File: src/rtl/membus_arbiter_pkg.sv
// rtl/membus_arbiter_pkg.sv - shared types and width defaults for the memory bus arbiter
package membus_arbiter_pkg;

  localparam int RAM_ADDR_W  = 32;
  localparam int RAM_DATA_W  = 32;
  localparam int DEF_N_CH    = 2;
  localparam int DEF_TIMEOUT = 15;

  typedef logic [RAM_ADDR_W-1:0] ram_addr_t;
  typedef logic [RAM_DATA_W-1:0] ram_data_t;

  typedef enum logic {
    IDLE   = 1'b0,
    ACCESS = 1'b1
  } arb_state_t;

  // Index width that stays legal for a single channel.
  function automatic int idx_width(input int n);
    return (n > 1) ? $clog2(n) : 1;
  endfunction

endpackage

File: src/rtl/membus_arbiter_if.sv
// rtl/membus_arbiter_if.sv - single-outstanding slave memory bus (ce/we/addr/wdata/rdata)
interface i_membus #(
  parameter int ADDR_W = membus_arbiter_pkg::RAM_ADDR_W,
  parameter int DATA_W = membus_arbiter_pkg::RAM_DATA_W
);
  logic              ce;
  logic              we;
  logic [ADDR_W-1:0] addr;
  logic [DATA_W-1:0] wdata;
  logic [DATA_W-1:0] rdata;

  modport master (output ce, we, addr, wdata, input rdata);
  modport slave  (input ce, we, addr, wdata, output rdata);
endinterface

File: src/rtl/membus_arbiter_rr_picker.sv
// rtl/membus_arbiter_rr_picker.sv - combinational round-robin pick: first request after the pointer
module membus_rr_picker #(
  parameter int N_CH  = 2,
  parameter int IDX_W = 1
) (
  input  logic [N_CH-1:0]  i_req,
  input  logic [IDX_W-1:0] i_ptr,
  output logic [N_CH-1:0]  o_grant,
  output logic [IDX_W-1:0] o_idx,
  output logic             o_valid
);

  int               w_cand;
  logic [IDX_W-1:0] w_sel;

  always_comb begin
    o_grant = '0;
    o_idx   = '0;
    o_valid = 1'b0;
    w_cand  = 0;
    w_sel   = '0;
    for (int k = 1; k <= N_CH; k++) begin
      w_cand = int'(i_ptr) + k;
      if (w_cand >= N_CH) w_cand = w_cand - N_CH;
      w_sel = IDX_W'(w_cand);
      if (!o_valid && i_req[w_sel]) begin
        o_valid        = 1'b1;
        o_grant[w_sel] = 1'b1;
        o_idx          = w_sel;
      end
    end
  end

endmodule

File: src/rtl/membus_arbiter.sv
// rtl/membus_arbiter.sv - N-channel arbiter onto one slave with timeout completion
// MEMBUS_ARB_FIXED_PRIO_EN selects fixed lowest-index priority instead of round-robin.
module membus_arbiter
  import membus_arbiter_pkg::*;
#(
  parameter int N_CH    = DEF_N_CH,
  parameter int ADDR_W  = RAM_ADDR_W,
  parameter int DATA_W  = RAM_DATA_W,
  parameter int TIMEOUT = DEF_TIMEOUT
) (
  input  logic                     clk,
  input  logic                     rst,
  input  logic [N_CH-1:0]          i_m_req,
  input  logic [N_CH-1:0]          i_m_we,
  input  logic [N_CH*ADDR_W-1:0]   i_m_addr,
  input  logic [N_CH*DATA_W-1:0]   i_m_wdata,
  output logic [N_CH-1:0]          o_m_ack,
  output logic [N_CH-1:0]          o_m_err,
  output logic [DATA_W-1:0]        o_m_rdata,
  i_membus.master                  bus,
  input  logic                     i_s_ready
);

  localparam int         IDX_W     = idx_width(N_CH);
  localparam logic [7:0] TIMEOUT_C = 8'(TIMEOUT);

  arb_state_t       r_state;
  logic [7:0]       r_cnt;
  logic [N_CH-1:0]  r_grant;
  logic [N_CH-1:0]  w_elig;
  logic [N_CH-1:0]  w_grant;
  logic [IDX_W-1:0] w_idx;
  logic [IDX_W-1:0] w_ptr;
  logic             w_valid;

`ifdef MEMBUS_ARB_FIXED_PRIO_EN
  // Pinning the pointer at the last index makes the picker scan from channel 0 every time.
  assign w_ptr  = IDX_W'(N_CH - 1);
  assign w_elig = i_m_req;
`else
  logic [IDX_W-1:0] r_ptr;

  always_ff @(posedge clk or posedge rst) begin
    if (rst) begin
      r_ptr <= IDX_W'(N_CH - 1);
    end else if (r_state == IDLE && w_valid) begin
      r_ptr <= w_idx;
    end
  end

  assign w_ptr  = r_ptr;
  // A channel still holding m_req in its ack cycle must not win a second, unwanted slot.
  assign w_elig = i_m_req & ~o_m_ack;
`endif

  membus_rr_picker #(
    .N_CH  (N_CH),
    .IDX_W (IDX_W)
  ) u_picker (
    .i_req   (w_elig),
    .i_ptr   (w_ptr),
    .o_grant (w_grant),
    .o_idx   (w_idx),
    .o_valid (w_valid)
  );

  always_ff @(posedge clk or posedge rst) begin
    if (rst) begin
      r_state   <= IDLE;
      r_cnt     <= '0;
      r_grant   <= '0;
      bus.ce    <= 1'b0;
      bus.we    <= 1'b0;
      bus.addr  <= '0;
      bus.wdata <= '0;
      o_m_ack   <= '0;
      o_m_err   <= '0;
      o_m_rdata <= '0;
    end else begin
      o_m_ack <= '0;
      o_m_err <= '0;
      case (r_state)
        IDLE: begin
          if (w_valid) begin
            r_state   <= ACCESS;
            r_cnt     <= '0;
            r_grant   <= w_grant;
            bus.ce    <= 1'b1;
            bus.we    <= i_m_we[w_idx];
            bus.addr  <= i_m_addr[w_idx*ADDR_W +: ADDR_W];
            bus.wdata <= i_m_wdata[w_idx*DATA_W +: DATA_W];
          end
        end
        ACCESS: begin
          // s_ready is checked first so a completion on the timeout cycle is not an error.
          if (i_s_ready) begin
            r_state   <= IDLE;
            bus.ce    <= 1'b0;
            o_m_ack   <= r_grant;
            o_m_rdata <= bus.rdata;
          end else if (r_cnt == TIMEOUT_C) begin
            r_state   <= IDLE;
            bus.ce    <= 1'b0;
            o_m_ack   <= r_grant;
            o_m_err   <= r_grant;
            o_m_rdata <= '0;
          end else begin
            r_cnt <= r_cnt + 8'd1;
          end
        end
        default: r_state <= IDLE;
      endcase
    end
  end

endmodule

File: src/flat_wrapper.sv
// flat-port wrapper written by rule: the top's interface ports become plain ports
module membus_arbiter_flat import membus_arbiter_pkg::*;
#(
  parameter int N_CH    = DEF_N_CH,
  parameter int ADDR_W  = RAM_ADDR_W,
  parameter int DATA_W  = RAM_DATA_W,
  parameter int TIMEOUT = DEF_TIMEOUT
)
  (clk, rst, i_m_req, i_m_we, i_m_addr, i_m_wdata, o_m_ack, o_m_err, o_m_rdata, i_s_ready, bus_ce, bus_we, bus_addr, bus_wdata, bus_rdata);
  i_membus #(.ADDR_W(ADDR_W), .DATA_W(DATA_W)) bus_i ();
  input  logic clk;
  input  logic rst;
  input  logic [N_CH-1:0] i_m_req;
  input  logic [N_CH-1:0] i_m_we;
  input  logic [N_CH*ADDR_W-1:0] i_m_addr;
  input  logic [N_CH*DATA_W-1:0] i_m_wdata;
  output logic [N_CH-1:0] o_m_ack;
  output logic [N_CH-1:0] o_m_err;
  output logic [DATA_W-1:0] o_m_rdata;
  input  logic i_s_ready;
  output wire logic [$bits(bus_i.ce)-1:0] bus_ce;
  output wire logic [$bits(bus_i.we)-1:0] bus_we;
  output wire logic [$bits(bus_i.addr)-1:0] bus_addr;
  output wire logic [$bits(bus_i.wdata)-1:0] bus_wdata;
  input wire logic [$bits(bus_i.rdata)-1:0] bus_rdata;
  assign bus_ce = bus_i.ce;
  assign bus_we = bus_i.we;
  assign bus_addr = bus_i.addr;
  assign bus_wdata = bus_i.wdata;
  assign bus_i.rdata = bus_rdata;
  membus_arbiter #(.N_CH(N_CH), .ADDR_W(ADDR_W), .DATA_W(DATA_W), .TIMEOUT(TIMEOUT)) u_core (.clk(clk), .rst(rst), .i_m_req(i_m_req), .i_m_we(i_m_we), .i_m_addr(i_m_addr), .i_m_wdata(i_m_wdata), .o_m_ack(o_m_ack), .o_m_err(o_m_err), .o_m_rdata(o_m_rdata), .bus(bus_i), .i_s_ready(i_s_ready));
endmodule
File: config.mk
export PLATFORM = sky130hd
export DESIGN_NAME = membus_arbiter_flat
export DESIGN_NICKNAME = d
export VERILOG_FILES = /design/src/rtl/membus_arbiter_pkg.sv /design/src/rtl/membus_arbiter_if.sv /design/src/rtl/membus_arbiter_rr_picker.sv /design/src/rtl/membus_arbiter.sv /design/src/flat_wrapper.sv
export SDC_FILE = /design/constraint.sdc
export NUM_CORES = 1
export LEC_CHECK = 0
export CAP_MARGIN = 5
export CORE_MARGIN = 2
export CORE_UTILIZATION = 40
export DETAILED_ROUTE_END_ITERATION = 8
export PLACE_DENSITY_LB_ADDON = 0.08
export SYNTH_ARGS = -nofsm -noshare
export SYNTH_HDL_FRONTEND = slang
export SYNTH_HIERARCHICAL = 1
export SYNTH_SLANG_ARGS = --single-unit
File: constraint.sdc
create_clock -name clk -period 5.8 [get_ports clk]
set_clock_uncertainty 0.05 [all_clocks]
set_input_delay 1.45 -clock clk [delete_from_list [all_inputs] [get_ports clk]]
set_output_delay 1.45 -clock clk [all_outputs]
set_load 0.01 [all_outputs]
Word level (Yosys, flattened, before mapping)
Index checks and enable logic that the tools add are counted.

Bits in registers: 114. Bits of input ports: 167. Logic and storage cells: 81.

$add $sub $neg: 5. Magnitude comparators: 7. Equal/unequal tests: 5. Shifts and indexed selects: 2. Muxes and demuxes: 37. Bitwise logic cells: 4. Reduce and logical (&&, ||, !) cells: 10.

Operators with widths (number): 64-bit by 7-bit variable part select with 32-bit output (2); 32-bit two-way mux (2); 8-bit two-way mux (3); 1-bit two-way mux (20); 8-bit one-hot mux with 2 select lines (1); 2-bit two-way mux (7); 8-bit by 1-bit adder with 8-bit output, second input constant (1); 8-bit by 4-bit == test with 1-bit output, second input constant (1); 1-bit by 2-bit < comparator with 1-bit output, second input constant (3); 2-bit AND reduction (3); 1-bit logical AND (4); 2-bit != test, second input constant (2); 1-bit one-hot mux with 2 select lines (2); 1-bit by 2-bit adder with 3-bit output, second input constant (1); 3-bit by 2-bit >= comparator with 1-bit output, second input constant (1); 3-bit != test, second input constant (1); 3-bit AND reduction (1); 1-bit by 1-bit adder with 2-bit output, second input constant (1); 2-bit bitwise AND (1); 1-bit demux with 1-bit select (2); 1-bit >= comparator, second input constant (2); 2-bit >= comparator, second input constant (1); 2-bit by 1-bit != test with 1-bit output, second input constant (1); 2-bit inverter (1); 5 further kinds (6).

Longest topological paths before layout
Gate-level depths: netlist of the first run.

Depth in word-level cells: 11. Gate-level depth with buffers: 8. Mapped depth without buffers: 5.

By module
Netlist of the first run, hierarchy kept.

Modules (own cells, without submodules): membus_arbiter (instances 1, cells an instance 524, area each 5378.9 µm², seq. area each 2854.0 µm²); membus_rr_picker (instances 1, cells an instance 5, area each 32.5 µm², seq. area each 0.0 µm²).

Least setup slack after synthesis of the first run
OpenSTA, ideal clock, no wires.

Path kind: input to register. From: in i_m_req[1]. To: reg u_core.r_ptr. Setup time: 0.085 ns. Arrival time: 2.662 ns. Required time: 5.665 ns. Setup slack: 3.003 ns. Stages: 7. Path buffers: 3. Cell sequence: nor2b_1 > or2_1 > nand2b_1 > buf_1 > buf_6 > buf_6 > mux2_1.

Word-level cells in the longest chain between the ends: 8.

Ends and longest elaborated chain: start: declaration (RTL line flat_wrapper.sv:13) `input logic [N_CH-1:0] i_m_req;`; 2-bit bitwise AND * (RTL line membus_arbiter.sv:53) `assign w_elig = i_m_req & ~o_m_ack;`; 1-bit two-way mux (implied by the code) (2 in series) (RTL line membus_arbiter_rr_picker.sv:26) `if (!o_valid && i_req[w_sel]) begin`; 1-bit two-way mux (RTL line membus_arbiter_rr_picker.sv:26); 1-bit logical NOT (RTL line membus_arbiter_rr_picker.sv:26); 1-bit logical AND (RTL line membus_arbiter_rr_picker.sv:26); 1-bit two-way mux * (RTL line membus_arbiter_rr_picker.sv:26); named net u_core.w_valid (RTL line membus_arbiter.sv:34) `logic w_valid;`; 1-bit logical AND * (RTL line membus_arbiter.sv:46) `end else if (r_state == IDLE && w_valid) begin`; end signal: assignment (RTL line membus_arbiter.sv:45) `r_ptr <= IDX_W'(N_CH - 1);`; end signal: assignment (RTL line membus_arbiter.sv:47) `r_ptr <= w_idx;`; end: declaration (RTL line membus_arbiter.sv:41) `logic [IDX_W-1:0] r_ptr;`.

Mark *: on every way through the listed nets, which the timed path passes. The rest lies on a longest branch. The select of a mux whose other input is x is not followed. A chain may end at the register's enable or synchronous reset.

Worst setup path in the final report of the first run
From: in i_s_ready. To: reg u_core.o_m_rdata[9].

Word-level cells in the longest chain between the ends: 2.

Ends and longest elaborated chain: start: declaration (RTL line flat_wrapper.sv:20) `input logic i_s_ready;`; 2-bit nonzero test (no source line); 2-bit AND reduction (no source line); end signal: assignment (RTL line membus_arbiter.sv:100) `o_m_rdata <= bus.rdata;`; end: declaration (RTL line membus_arbiter.sv:19) `output logic [DATA_W-1:0] o_m_rdata,`.

Parallel ways exist; a longest one is shown, timed or not.

==> flow_metrics.env, run 1 <==
export IMPL_yosysWarnings=6
export IMPL_drtIter0Drc=222
export IMPL_power_density_nw_per_um2=493.0
export IMPL_crit_required_ns=6.05
export IMPL_syn_inst=529
export IMPL_r2r_start="u_core/r_state$_DFF_PP0_"
export IMPL_critPathKind="primary input to register"
export IMPL_postRouteAntennaNets=0
export IMPL_startpoint_type="primary input"
export IMPL_dpl_hpwl_um=10860
export IMPL_fin_cells=971
export IMPL_outcome="finished, final reports clean"
export IMPL_post_route_util_pct=66.76
export IMPL_cts_resized=0
export IMPL_vias_per_cell=4.771
export IMPL_finalSetupViolations=0
export IMPL_wl_met2_um=7668
export IMPL_hold_path_class="register to register"
export IMPL_maxCapViolCount=0
export IMPL_async_flop_share_pct=100.0
export IMPL_synthTopCellsByArea="dfrtp_1, mux2i_1, o21ai_0"
export IMPL_netlist_top_cells_count="dfrtp_1, o21ai_0, nand2_1"
export IMPL_syn_cell_area_um2=5411
export IMPL_slew_viol_final=0
export IMPL_min_from="u_core/bus.addr[14]$_DFFE_PP0P_"
export IMPL_met3_length_um=1324
export IMPL_crit_arrival_ns=3.52
export IMPL_start_util_pct=40.86
export IMPL_drt_total_wl_um=15050
export IMPL_avgRoutedWirePerCell_um=15.50
export IMPL_clk_latency_ns=0.39
export IMPL_coreArea_um2=13240
export IMPL_holdWs_ns=0.4250
export IMPL_grt_max_degree=143
export IMPL_tns_ns=0
export IMPL_rsz0062_at_grt="no"
export IMPL_grt_pass1_wl_um=24320
export IMPL_rows=42
export IMPL_period_minus_slack_ns=3.271
export IMPL_synth_seq_cells=114
export IMPL_fin_ws_ns=2.529
export IMPL_rrSetupSlack_ns=3.30
export IMPL_pre_cts_slack_ns=2.000
export IMPL_num_antenna_cells=0
export IMPL_place_gp_congestion=0.7295
export IMPL_max_stage_delay_ns=0.99
export IMPL_die_area_um2=14470
export IMPL_ios=269
export IMPL_grt_use_total_pct=21.39
export IMPL_die_h_um=120.3
export IMPL_overflow=0
export IMPL_synth_area_leader_cell="dfrtp_1"
export IMPL_antenna_found_initial=0
export IMPL_tightest_slew_ns=1.197
export IMPL_dr_total_vias=4633
export IMPL_grt_pass1_vias=4775
export IMPL_port_buffers=268
export IMPL_cts_tree="yes"
export IMPL_topRoutingLayerUsed="met4"
export IMPL_whs_path_depth=2
export IMPL_dieWidth_um=120.3
export IMPL_htreeDepth=4
export IMPL_leakage_nw=3.783
export IMPL_synth_top_flop_cell="dfrtp_1"
export IMPL_clockRootBuffer="clkbuf_16"
export IMPL_ir_worst_vdd_uv=287.0
export IMPL_reg2regPathDepth=4
export IMPL_synthesis_nets=697
export IMPL_clockBufferDepth=2
export IMPL_critPathCaptureType="register"
export IMPL_hold_viol_final=0
export IMPL_nets=950
export IMPL_final_layout_size_suffix_gt1_share_pct=5.786
export IMPL_fmax_mhz=305.7
export IMPL_drtPass1Iterations=4
export IMPL_worstPathMaxFanout=38
export IMPL_area_growth_pct=63.38
export IMPL_synth_cell_types=35
export IMPL_yosysMostFrequentCell="dfrtp_1"
export IMPL_synth_edf_count=0
export IMPL_wl_met1_um=5972
export IMPL_cts_sinks=114
export IMPL_crit_chain="clkdlybuf4s50_1 -> buf_4 -> and2_1 -> a21oi_1 -> o21ai_0"
export IMPL_dp_cells=938
export IMPL_drc=0
export IMPL_ys_seq_area_share_pct=52.74
export IMPL_avgSynthCellArea_um2=10.23
export IMPL_relSlewSlack_pct=20.21
export IMPL_slowest_stage="and2_1"
export IMPL_crit_start="i_s_ready"
export IMPL_cts_made_buffers=17
export IMPL_synth_top_cell_area_share_pct=52.25
export IMPL_clk_pin_slew_ns=0.05
export IMPL_fin_crit_sh_pct=56.40
export IMPL_cts_setup_buffers=0
export IMPL_hold_buffers=0
==> worst paths after layout <==
check,end
max,u_core/o_m_rdata[9]$_DFFE_PP0P_
min,u_core/bus.addr[14]$_DFFE_PP0P_
max reg2reg,u_core/o_m_rdata[9]$_DFFE_PP0P_
min reg2reg,u_core/bus.addr[14]$_DFFE_PP0P_
max in group asynchronous,u_core/r_cnt[7]$_DFFE_PP0P_
min in group asynchronous,u_core/o_m_rdata[17]$_DFFE_PP0P_
==> worst max-delay path, delay by kind of cell <==
family          cells  cell delay [ns]
compound gates      2             0.32
buf+inv             2             0.76
simple gates        1             0.99
==> flip-flops by register name, indices dropped and copies added (netlist names), 2 cells and up <==
signal / cells
u_core/bus.addr: 32
u_core/r_grant: 2
u_core/o_m_rdata: 32
u_core/bus.wdata: 32
u_core/r_cnt: 8
u_core/o_m_ack: 2
u_core/o_m_err: 2
==> metrics by stage <==
step | power, mW | cell area (um^2)
6_report | 4.359 | 8841
5_1_grt | 4.649 | 8841
4_1_cts | 4.400 | 8813
3_5_place_dp | 3.239 | 8162
3_3_place_gp | 3.191 | 8162
2_1_floorplan | 2.235 | 5411
==> area by class of cell <==
cell class | count | area (um^2)
fill | 1081 | 4402
sequential | 114 | 2854
timing repair buffer | 273 | 2753
multi-input combinational | 373 | 2349
clock buffer | 20 | 446.7
tap | 176 | 220.2
clock inverter | 12 | 205.2
inverter | 3 | 13.76
==> kinds of logic after synthesis <==
kind of cell    Yosys count  synth area share (%)
fa+ha+maj                 1                0.2312
simple gates            157                 15.35
buf+inv                  42                 4.208
mux                      74                 13.76
flops                   114                 52.74
compound gates          141                 13.71
==> power by group <==
part	total [mW]	switching (mW)	leakage [nW]	internal (mW)
Clock	1.13	0.352	0.311	0.776
Sequential	1.41	0.243	1.39	1.16
Combinational	1.82	0.823	2.08	0.999
==> layer usage <==
| layer | GRT usage (%) | vias to the layer above |
|---|---|---|
| met4 | 6.468 | 0 |
| met3 | 7.972 | 4 |
| li1 | - | 2315 |
| met1 | 24.71 | 2158 |
| met2 | 37.04 | 156 |
| met5 | 0 | - |
==> cells in the final DEF, fill, tap and decap left out, types with 3 or more instances in the layout <==
| cell type | instances |
|---|---|
| buf_4 | 3 |
| and3_1 | 3 |
| a21oi_1 | 32 |
| clkbuf_16 | 17 |
| nand2b_1 | 34 |
| nand4_1 | 3 |
| o21ai_0 | 94 |
| mux2i_1 | 71 |
| clkdlybuf4s50_1 | 268 |
| clkinv_4 | 3 |
| nand2_1 | 73 |
| o21ai_1 | 4 |
| nor2b_1 | 34 |
| bufinv_16 | 5 |
| dfrtp_1 | 113 |
No activity file was read; power rests on OpenSTA's default activity.
==> run 2: changes to the inputs <==
Clock period 5.8 ns to 3.3 ns, I/O delays scaled along.
==> run 2 against run 1 <==
Compared with the run above:
- first-iteration DRC count is 41% lower
- worst setup slack got worse by 1.6 ns
- clock-buffer cell count rose by 1
- highest routed layer unchanged
- critical path depth up 1
==> flow_metrics.env, run 2 (synthesis results as in run 1) <==
export IMPL_clk_pin_slew_ns=0.05
export IMPL_avgRoutedWirePerCell_um=15.99
export IMPL_fmax_mhz=418.3
export IMPL_grtUsageMet2_pct=37.64
export IMPL_min_to="u_core/r_cnt[7]$_DFFE_PP0P_"
export IMPL_hold_path_class="register to register"
export IMPL_die_area_um2=14470
export IMPL_reg2reg_to="u_core/bus.addr[17]$_DFFE_PP0P_"
export IMPL_busiest_layer="met2"
export IMPL_worstPathMaxFanout=66
export IMPL_postRouteAntennaNets=0
export IMPL_whs_path_depth=1
export IMPL_final_common_cell="clkdlybuf4s50_1"
export IMPL_reg_top3="u_core/bus.addr (32), u_core/bus.wdata (32), u_core/o_m_rdata (32)"
export IMPL_antenna_found_initial=0
export IMPL_nets=954
export IMPL_clk_latency_ns=0.40
export IMPL_clockRootBuffer="clkbuf_16"
export IMPL_htreeDepth=4
export IMPL_cts_setup_buffers=0
export IMPL_num_antenna_cells=0
export IMPL_dieWidth_um=120.3
export IMPL_grt_use_total_pct=21.96
export IMPL_final_layout_size_suffix_gt1_share_pct=6.258
export IMPL_rsz0062_at_grt="no"
export IMPL_met1_usage_pct=24.34
export IMPL_hold_viol_final=0
export IMPL_reg2regPathDepth=5
export IMPL_switching_share_pct=33.37
export IMPL_pre_cts_slack_ns=0.4981
export IMPL_multiInputGateArea_um2=2349
export IMPL_critPathCaptureType="register"
export IMPL_fin_ws_ns=0.9096
export IMPL_overflow=0
export IMPL_tns_ns=0
export IMPL_comb_power_share_pct=43.3
export IMPL_outcome="finished, final reports clean"
export IMPL_seq_power_share_pct=33.2
export IMPL_vias_per_cell=4.865
export IMPL_holdWs_ns=0.4217
export IMPL_drc=0
export IMPL_place_gp_congestion=0.7705
export IMPL_cts_sinks=114
export IMPL_critPathKind="primary input to register"
export IMPL_period_minus_slack_ns=2.390
export IMPL_drt_total_wl_um=15590
export IMPL_drtIter0Drc=130
export IMPL_layout_common_cells="clkdlybuf4s50_1, dfrtp_1, o21ai_0, nand2_1, mux2i_1"
export IMPL_grt_max_degree=70
export IMPL_min_from="u_core/r_cnt[7]$_DFFE_PP0P_"
export IMPL_cts_tree="yes"
export IMPL_r2r_start="u_core/o_m_ack[1]$_DFF_PP0_"
export IMPL_relSlewSlack_pct=58.95
export IMPL_power_density_nw_per_um2=847.3
export IMPL_cts_resized=0
export IMPL_clockBufferDepth=2
export IMPL_leakage_nw=3.785
export IMPL_p_int_mw=4.980
export IMPL_fin_crit_sh_pct=72.44
export IMPL_dr_total_vias=4743
export IMPL_area_growth_pct=63.03
export IMPL_coreArea_um2=13240
export IMPL_start_util_pct=40.86
export IMPL_crit_arrival_ns=2.62
export IMPL_ir_worst_vdd_uv=397.8
export IMPL_grtUsageMet3_pct=8.585
export IMPL_p_sw_mw=2.495
export IMPL_grt_pass1_vias=4996
export IMPL_maxCapViolCount=0
export IMPL_final_seq_area_um2=2854
export IMPL_ios=269
export IMPL_rrSetupSlack_ns=1.39
export IMPL_p_clk_share_pct=23.5
export IMPL_slew_viol_final=0
export IMPL_rows=42
export IMPL_nFillCells=1073
export IMPL_hold_buffers=0
export IMPL_finalSetupViolations=0
export IMPL_dpl_hpwl_um=11470
export IMPL_crit_required_ns=3.53
export IMPL_grt_pass1_wl_um=24750
export IMPL_tightest_slew_ns=0.6158
export IMPL_die_h_um=120.3
export IMPL_drtPass1Iterations=4
export IMPL_port_buffers=268
export IMPL_cts_made_buffers=17
export IMPL_startpoint_type="primary input"
[run 2: cell types whose count changed in the layout (fill, tap and decap cells not counted), sizes merged]
cell,previous run,this run
buf,5,9
clkinv,4,8
clkbuf,20,21
bufinv,5,2
inv,4,2
[run 2: power by group through the flow]
stage          logic (mW)  clock network (mW)  registers, mW
2_1_floorplan        1.23                   0           2.70
3_3_place_gp         3.22                   0           2.46
3_5_place_dp         3.27                   0           2.49
4_1_cts              3.29                1.80           2.49
5_1_grt              3.54                1.86           2.58
6_report             3.24                1.75           2.49
[run 2: layout make-up]
cell class / count / area share (%)
sequential: 114 / 32.35
timing repair buffer: 277 / 31.88
multi-input combinational: 373 / 26.62
clock buffer: 21 / 5.219
tap: 176 / 2.496
clock inverter: 11 / 1.262
inverter: 3 / 0.1702
[run 2: how the worst max path moves through the flow]
stage                    start                          endpoint  slack [ns]  cells past startpoint
global placement    i_m_req[1]  u_core/bus.wdata[25]$_DFFE_PP0P_        0.58                      6
floorplan                  rst    u_core/bus.addr[0]$_DFFE_PP0P_        1.04                      1
finish              i_m_req[1]   u_core/bus.addr[17]$_DFFE_PP0P_        0.91                      6
CTS                 i_m_req[0]   u_core/bus.wdata[9]$_DFFE_PP0P_        0.93                      6
detailed placement  i_m_req[0]   u_core/bus.addr[21]$_DFFE_PP0P_        0.50                      7
global route        i_m_req[0]   u_core/bus.addr[17]$_DFFE_PP0P_        0.76                      7
[run 2: worst max-delay path, cell delays in order]
cell             delay (ns)
clkdlybuf4s50_1        0.44
nor2b_1                0.28
a21boi_4               0.26
buf_12                 0.39
mux2i_1                0.27
o21ai_0                0.11
[run 2: stage by stage]
step                      std cells  area [um^2]  util (%)  power (mW)
after floorplan                 529         5415         -       3.928
after global placement          943         8250     62.30       5.680
after detailed placement        943         8250     62.30       5.769
after CTS                       975         8822     66.62       7.577
after global routing            975         8822     66.62       7.976
final                           975         8822     66.62       7.475
[run 2: routing by layer]
metal  wire length (um)  vias to the layer above
met1               6030                     2206
met5                  0                        -
li1                   -                     2322
met2               7750                      186
met4                438                        0
met3               1372                       29
